$ cat src/rtl/sdram_frame_reader.sv
// Raster timing generator that drains the SDRAM read FIFO into a video port.
// Reloads the FIFO once per frame in vertical blanking to keep frames aligned.
module sdram_frame_reader #(
  parameter int DSIZE       = 16,
  parameter int H_ACTIVE    = 640,
  parameter int H_FP        = 16,
  parameter int H_SYNC      = 96,
  parameter int H_BP        = 48,
  parameter int V_ACTIVE    = 480,
  parameter int V_FP        = 10,
  parameter int V_SYNC      = 2,
  parameter int V_BP        = 33,
  parameter int PREFILL     = 8,
  parameter int LOAD_CYCLES = 4
) (
  input  logic             CLK,
  input  logic             RESET,
  input  logic             ENABLE,
  input  logic [DSIZE-1:0] RD_DATA,
  input  logic             RD_EMPTY,
  input  logic [15:0]      RD_USE,
  output logic             RD,
  output logic             RD_LOAD,
  output logic [DSIZE-1:0] PIX_DATA,
  output logic             PIX_DE,
  output logic             PIX_HS,
  output logic             PIX_VS,
  output logic             FRAME_START,
  output logic             UNDERFLOW,
  input  logic             UNDERFLOW_CLR
);

  localparam int H_TOTAL = H_ACTIVE + H_FP + H_SYNC + H_BP;
  localparam int V_TOTAL = V_ACTIVE + V_FP + V_SYNC + V_BP;
  localparam int HW = $clog2(H_TOTAL);
  localparam int VW = $clog2(V_TOTAL);
  localparam int LW = $clog2(LOAD_CYCLES + 1);

  localparam logic [HW-1:0] H_LAST    = HW'(H_TOTAL - 1);
  localparam logic [VW-1:0] V_LAST    = VW'(V_TOTAL - 1);
  localparam logic [VW-1:0] V_BLANK   = VW'(V_ACTIVE);
  localparam logic [LW-1:0] LOAD_INIT = LW'(LOAD_CYCLES - 1);
  localparam logic [15:0]   PREFILL_W = 16'(PREFILL);

  typedef enum logic [2:0] {
    S_IDLE,
    S_FLUSH,
    S_PREFILL,
    S_RUN,
    S_RESYNC
  } state_t;

  state_t state;

  logic [HW-1:0] h;
  logic [VW-1:0] v;
  logic [LW-1:0] load_cnt;

  logic running;
  logic active;
  logic hs_n;
  logic vs_n;
  logic first;

  logic act1;
  logic hs1;
  logic vs1;
  logic fire1;
  logic first1;

  always_comb begin
    running = (state == S_RUN) || (state == S_RESYNC);
    active  = running
            && (32'(h) < H_ACTIVE)
            && (32'(v) < V_ACTIVE);
    hs_n = !(running
            && (32'(h) >= H_ACTIVE + H_FP)
            && (32'(h) < H_ACTIVE + H_FP + H_SYNC));
    vs_n = !(running
            && (32'(v) >= V_ACTIVE + V_FP)
            && (32'(v) < V_ACTIVE + V_FP + V_SYNC));
    first = active && (h == '0) && (v == '0);
    RD    = active && !RD_EMPTY && !RD_LOAD;
  end

  always_ff @(posedge CLK) begin
    if (RESET) begin
      state       <= S_IDLE;
      h           <= '0;
      v           <= '0;
      load_cnt    <= '0;
      RD_LOAD     <= 1'b0;
      act1        <= 1'b0;
      hs1         <= 1'b1;
      vs1         <= 1'b1;
      fire1       <= 1'b0;
      first1      <= 1'b0;
      PIX_DATA    <= '0;
      PIX_DE      <= 1'b0;
      PIX_HS      <= 1'b1;
      PIX_VS      <= 1'b1;
      FRAME_START <= 1'b0;
      UNDERFLOW   <= 1'b0;
    end else begin
      // Stage 1 is squashed on disable so the port blanks two edges later.
      act1   <= active && ENABLE;
      hs1    <= hs_n || !ENABLE;
      vs1    <= vs_n || !ENABLE;
      fire1  <= RD && ENABLE;
      first1 <= first && ENABLE;

      PIX_DATA    <= fire1 ? RD_DATA : '0;
      PIX_DE      <= act1;
      PIX_HS      <= hs1;
      PIX_VS      <= vs1;
      FRAME_START <= first1;

      if (act1 && !fire1) begin
        UNDERFLOW <= 1'b1;
      end else if (UNDERFLOW_CLR) begin
        UNDERFLOW <= 1'b0;
      end

      if (!ENABLE) begin
        state    <= S_IDLE;
        h        <= '0;
        v        <= '0;
        load_cnt <= '0;
        RD_LOAD  <= 1'b0;
      end else begin
        if (running) begin
          if (h == H_LAST) begin
            h <= '0;
            v <= (v == V_LAST) ? '0 : v + 1'b1;
          end else begin
            h <= h + 1'b1;
          end
        end

        unique case (state)
          S_IDLE: begin
            state    <= S_FLUSH;
            RD_LOAD  <= 1'b1;
            load_cnt <= LOAD_INIT;
          end
          S_FLUSH: begin
            if (load_cnt == '0) begin
              RD_LOAD <= 1'b0;
              state   <= S_PREFILL;
            end else begin
              load_cnt <= load_cnt - 1'b1;
            end
          end
          S_PREFILL: begin
            if (RD_USE >= PREFILL_W) begin
              state <= S_RUN;
            end
          end
          S_RUN: begin
            if ((h == '0) && (v == V_BLANK)) begin
              state    <= S_RESYNC;
              RD_LOAD  <= 1'b1;
              load_cnt <= LOAD_INIT;
            end
          end
          S_RESYNC: begin
            if (load_cnt == '0) begin
              RD_LOAD <= 1'b0;
              state   <= S_RUN;
            end else begin
              load_cnt <= load_cnt - 1'b1;
            end
          end
          default: begin
            state <= S_IDLE;
          end
        endcase
      end
    end
  end

endmodule

$ cat config.mk
export PLATFORM = sky130hd
export DESIGN_NAME = sdram_frame_reader
export DESIGN_NICKNAME = d
export VERILOG_FILES = /design/src/rtl/sdram_frame_reader.sv
export SDC_FILE = /design/constraint.sdc
export NUM_CORES = 1
export LEC_CHECK = 0
export BUFFER_PORTS_ARGS = -buffer_cell sky130_fd_sc_hd__buf_2
export CELL_PAD_IN_SITES_DETAIL_PLACEMENT = 0
export CELL_PAD_IN_SITES_GLOBAL_PLACEMENT = 1
export CORE_UTILIZATION = 35
export DETAILED_ROUTE_END_ITERATION = 16
export PLACE_DENSITY = 0.72
export SLEW_MARGIN = 15
export SYNTH_ARGS = -nofsm -noshare
export SYNTH_HDL_FRONTEND = slang
export SYNTH_SLANG_ARGS = --single-unit
$ cat constraint.sdc
create_clock -name CLK -period 2 [get_ports CLK]
set_clock_uncertainty 0.2 [all_clocks]
set_input_delay 0.2 -clock CLK [delete_from_list [all_inputs] [get_ports CLK]]
set_output_delay 0.2 -clock CLK [all_outputs]
set_load 0.1 [all_outputs]
==> run summary <==
Ranking of synthesized cells by area -> dfxtp_1 44%, and2_1 4.9%, a21oi_1 3.3%, ha_1 3.1%, xor2_1 2.5%
Sum of buffers and inverters on the critical path -> 2
Pin count of the biggest net entering global routing -> 19
CP delay by family, top -> simple AND/OR/NAND/NOR gates
Placed Area -> 3040 µm²
First-pass GRT wire length -> 10.3 mm
WP data required -> 1.60 ns
Ant. Diodes -> 0
Final instance area -> 3430 µm²
Share of post-route cells with drive strength above 1 -> 34.5%
CTS sink cnt -> 53
Worst-margin pin slew -> 0.769 ns
Initial DRT Pass Iterations -> 4
Total Neg Setup Slack -> 0 ns
Pwr Density -> 542 nW/µm²
# nets final -> 422
Most common flop cell mapped by yosys -> dfxtp_1
Wire length per cell -> 13.4 µm
Hold Fails Final Rpt -> 0
Crit. End Element -> output pin
Synth-to-layout area growth -> 41.9%
GR Util met2 -> 30.3%
Mapped Nets -> 317
Non-filler instance count after layout -> 457
Synth area leader -> dfxtp_1
Total routed wirelength -> 6.11 mm
Die height -> 85.1 µm
Hold path start -> ENABLE
Crit path DAT -> 1.55 ns
Std cell rows -> 29
Sequential-to-total area share from yosys stat -> 43.9%
CP cell instances -> buf_8 -> nor3b_4 -> nor2_4 -> nor4_4 -> buf_12
Setup crit start -> state[2]$_SDFFE_PP0P_
Peak VDD IR -> 0.000327 V
Placed wire-length estimate -> 4.33 mm
Clk buf depth -> 2
Relative slew slack -> 48.6%
R2r startpoint -> v[5]$_SDFFE_PP0P_
CTS tree -> built
Max Clock Freq -> 512 MHz
IO buf count -> 56
Startpoint types -> flip-flop
Post-synth EDFFs -> 0
Residual DRC count -> 0
Clock-pin slew on the worst setup and hold paths -> 0.10 ns
Initial DRC count -> 79
Cts bufs inserted -> 5
Placed Instances -> 425
Slowest stage delay, CP -> 0.37 ns
Global routing met1 resource utilization -> 22.4%
Yosys cell types -> 49
Leak Pwr -> 1.42 nW
Status -> complete, no violations
Chip Width -> 85.1 µm
Max FO, Critical Path -> 14
Synthesized area -> 2410 µm²
Kind of critical path -> reg -> out
Area fraction of the dominant cell type after synthesis -> 43.9%
Final slew viol count -> 0
Overall global routing resource usage -> 17.5%
Root buffer cell -> clkbuf_8
Final Wtd Congestion -> 0.788
Max H-tree Level -> 2
Total number of vias -> 2,327
Initial Util -> 37.2%
Met3 GRT Util -> 3.11%
Critical path's slowest cell -> dfxtp_2
PnR worst setup slack -> 0.0476 ns
Vias in the first global route -> 2,230
Yosys Warn Count -> 0
Antenna viol nets, final -> 0
Area of the die -> 7240 µm²
Core Area -> 6490 µm²
Final Cycle Share -> 97.6%
Hold WC Path Type -> in -> reg
Setup WS pre-CTS -> 0.0958 ns
Ys async rst share -> 0%
Syn Inst Count -> 274
Routed vias/inst -> 5.09
Average size of a mapped cell -> 8.81 µm²
Yosys reg bits -> 53
Most used routing layer -> met2
Antenna violations before repair -> 0
Max-Cap Viols -> 0
Unrepaired setup endpoints after global routing -> yes
Total gr overflow -> 0
Clk_lat worst skew -> 0.30 ns
Io pins -> 60
Final setup viols -> 0
Final Critical Period -> 1.95 ns
Total Power -> 0.00186 W
## tightest hold or removal path, stage by stage
cell	delay (ns)
buf_2	0.11
nand2b_1	0.24
a21oi_1	0.06
## what timing repair did
action / 4_1_cts / 5_1_grt
endpoints found under the setup margin: 1 / 11
buffers inserted: 4 / 2
endpoints found under the hold margin: 21 / 0
hold buffers: 19 / 0
pin swaps: 3 / 4
gates resized for setup: 5 / 14
## metal layers
layer  share of wire [%]  wire [µm]  vias up
met2                  48       2950       75
met3                 6.0        366        2
met5                   0          0        -
li1                    -          -     1196
met4                0.64         39        0
met1                  45       2750     1054
## cells in the final DEF, fill, tap and decap left out, types with 3 or more instances in the layout
| master | count |
|---|---|
| nor2_1 | 12 |
| nor3_1 | 7 |
| inv_1 | 10 |
| nand2_1 | 13 |
| o31ai_1 | 3 |
| buf_2 | 55 |
| ha_1 | 6 |
| nand3_1 | 10 |
| nor4_1 | 7 |
| dfxtp_2 | 6 |
| nand4_1 | 5 |
| clkbuf_8 | 5 |
| or3_1 | 6 |
| and2_1 | 19 |
| buf_4 | 38 |
| o2111ai_1 | 4 |
| dfxtp_1 | 47 |
| o21ai_1 | 6 |
| o21ai_0 | 7 |
| nor2b_1 | 7 |
| nand2b_1 | 5 |
| dlygate4sd3_1 | 19 |
| o21a_1 | 4 |
| o211ai_1 | 3 |
| a21oi_1 | 15 |
| and3_1 | 3 |
| or4_1 | 4 |
| xor2_1 | 7 |
## sequential cells by signal, indices dropped and copies added, names as in the netlist, 3 cells and up
signal and count:
h 10, v 10, PIX_DATA 16, load_cnt 3
state 3
## layout make-up
| cell class | instances | area, µm² |
|---|---|---|
| Clock buffer | 5 | 68.8 |
| Clock inverter | 3 | 26.3 |
| Fill cell | 586 | 3070 |
| Inverter | 11 | 41.3 |
| Multi-Input combinational cell | 192 | 1320 |
| Sequential cell | 53 | 1070 |
| Tap cell | 77 | 96.3 |
| Timing Repair Buffer | 116 | 808 |
## report_power, final
group | switching (W) | internal (W)
sequential | 0.00000848 | 0.00106
clock | 0.000371 | 0.000255
combinational | 0.0000762 | 0.0000825
total | 0.000456 | 0.00140
## final timing paths
kind                                              end  slack (ns)  depth (start not counted)
worst max-delay path                               RD        0.05                          5
worst min register to register      PIX_HS$_SDFF_PP1_        0.22                          1
worst max register to register  state[2]$_SDFFE_PP0P_        0.09                          4
worst min-delay path                v[6]$_SDFFE_PP0P_        0.15                          3
## kinds of logic after synthesis
kind of cell | Yosys count | synth area share [%]
flops | 53 | 43.9
buf+inv | 29 | 4.82
simple gates | 121 | 30.1
fa+ha+maj | 6 | 3.11
xor+xnor | 9 | 3.26
compound gates | 56 | 14.8
## metrics by stage
step                      hold WS [ns]  utilization, %
final                            0.149            52.7
after global routing             0.181            52.7
after CTS                        0.158            51.7
after detailed placement         0.203            46.8
after global placement           0.193            46.8
after floorplan                 0.0691               -
## cell usage after synthesis (6+ instances only)
master,count
or3_1,6
buf_2,6
nor2b_1,7
inv_1,10
ha_1,6
nor2_1,13
o21ai_1,7
xor2_1,7
nor3_1,8
a21oi_1,16
nand3_1,10
dfxtp_1,53
and2_1,19
clkbuf_1,12
nand2_1,13
nor4_1,9
o21ai_0,8
(Power assumes the default switching activity.)
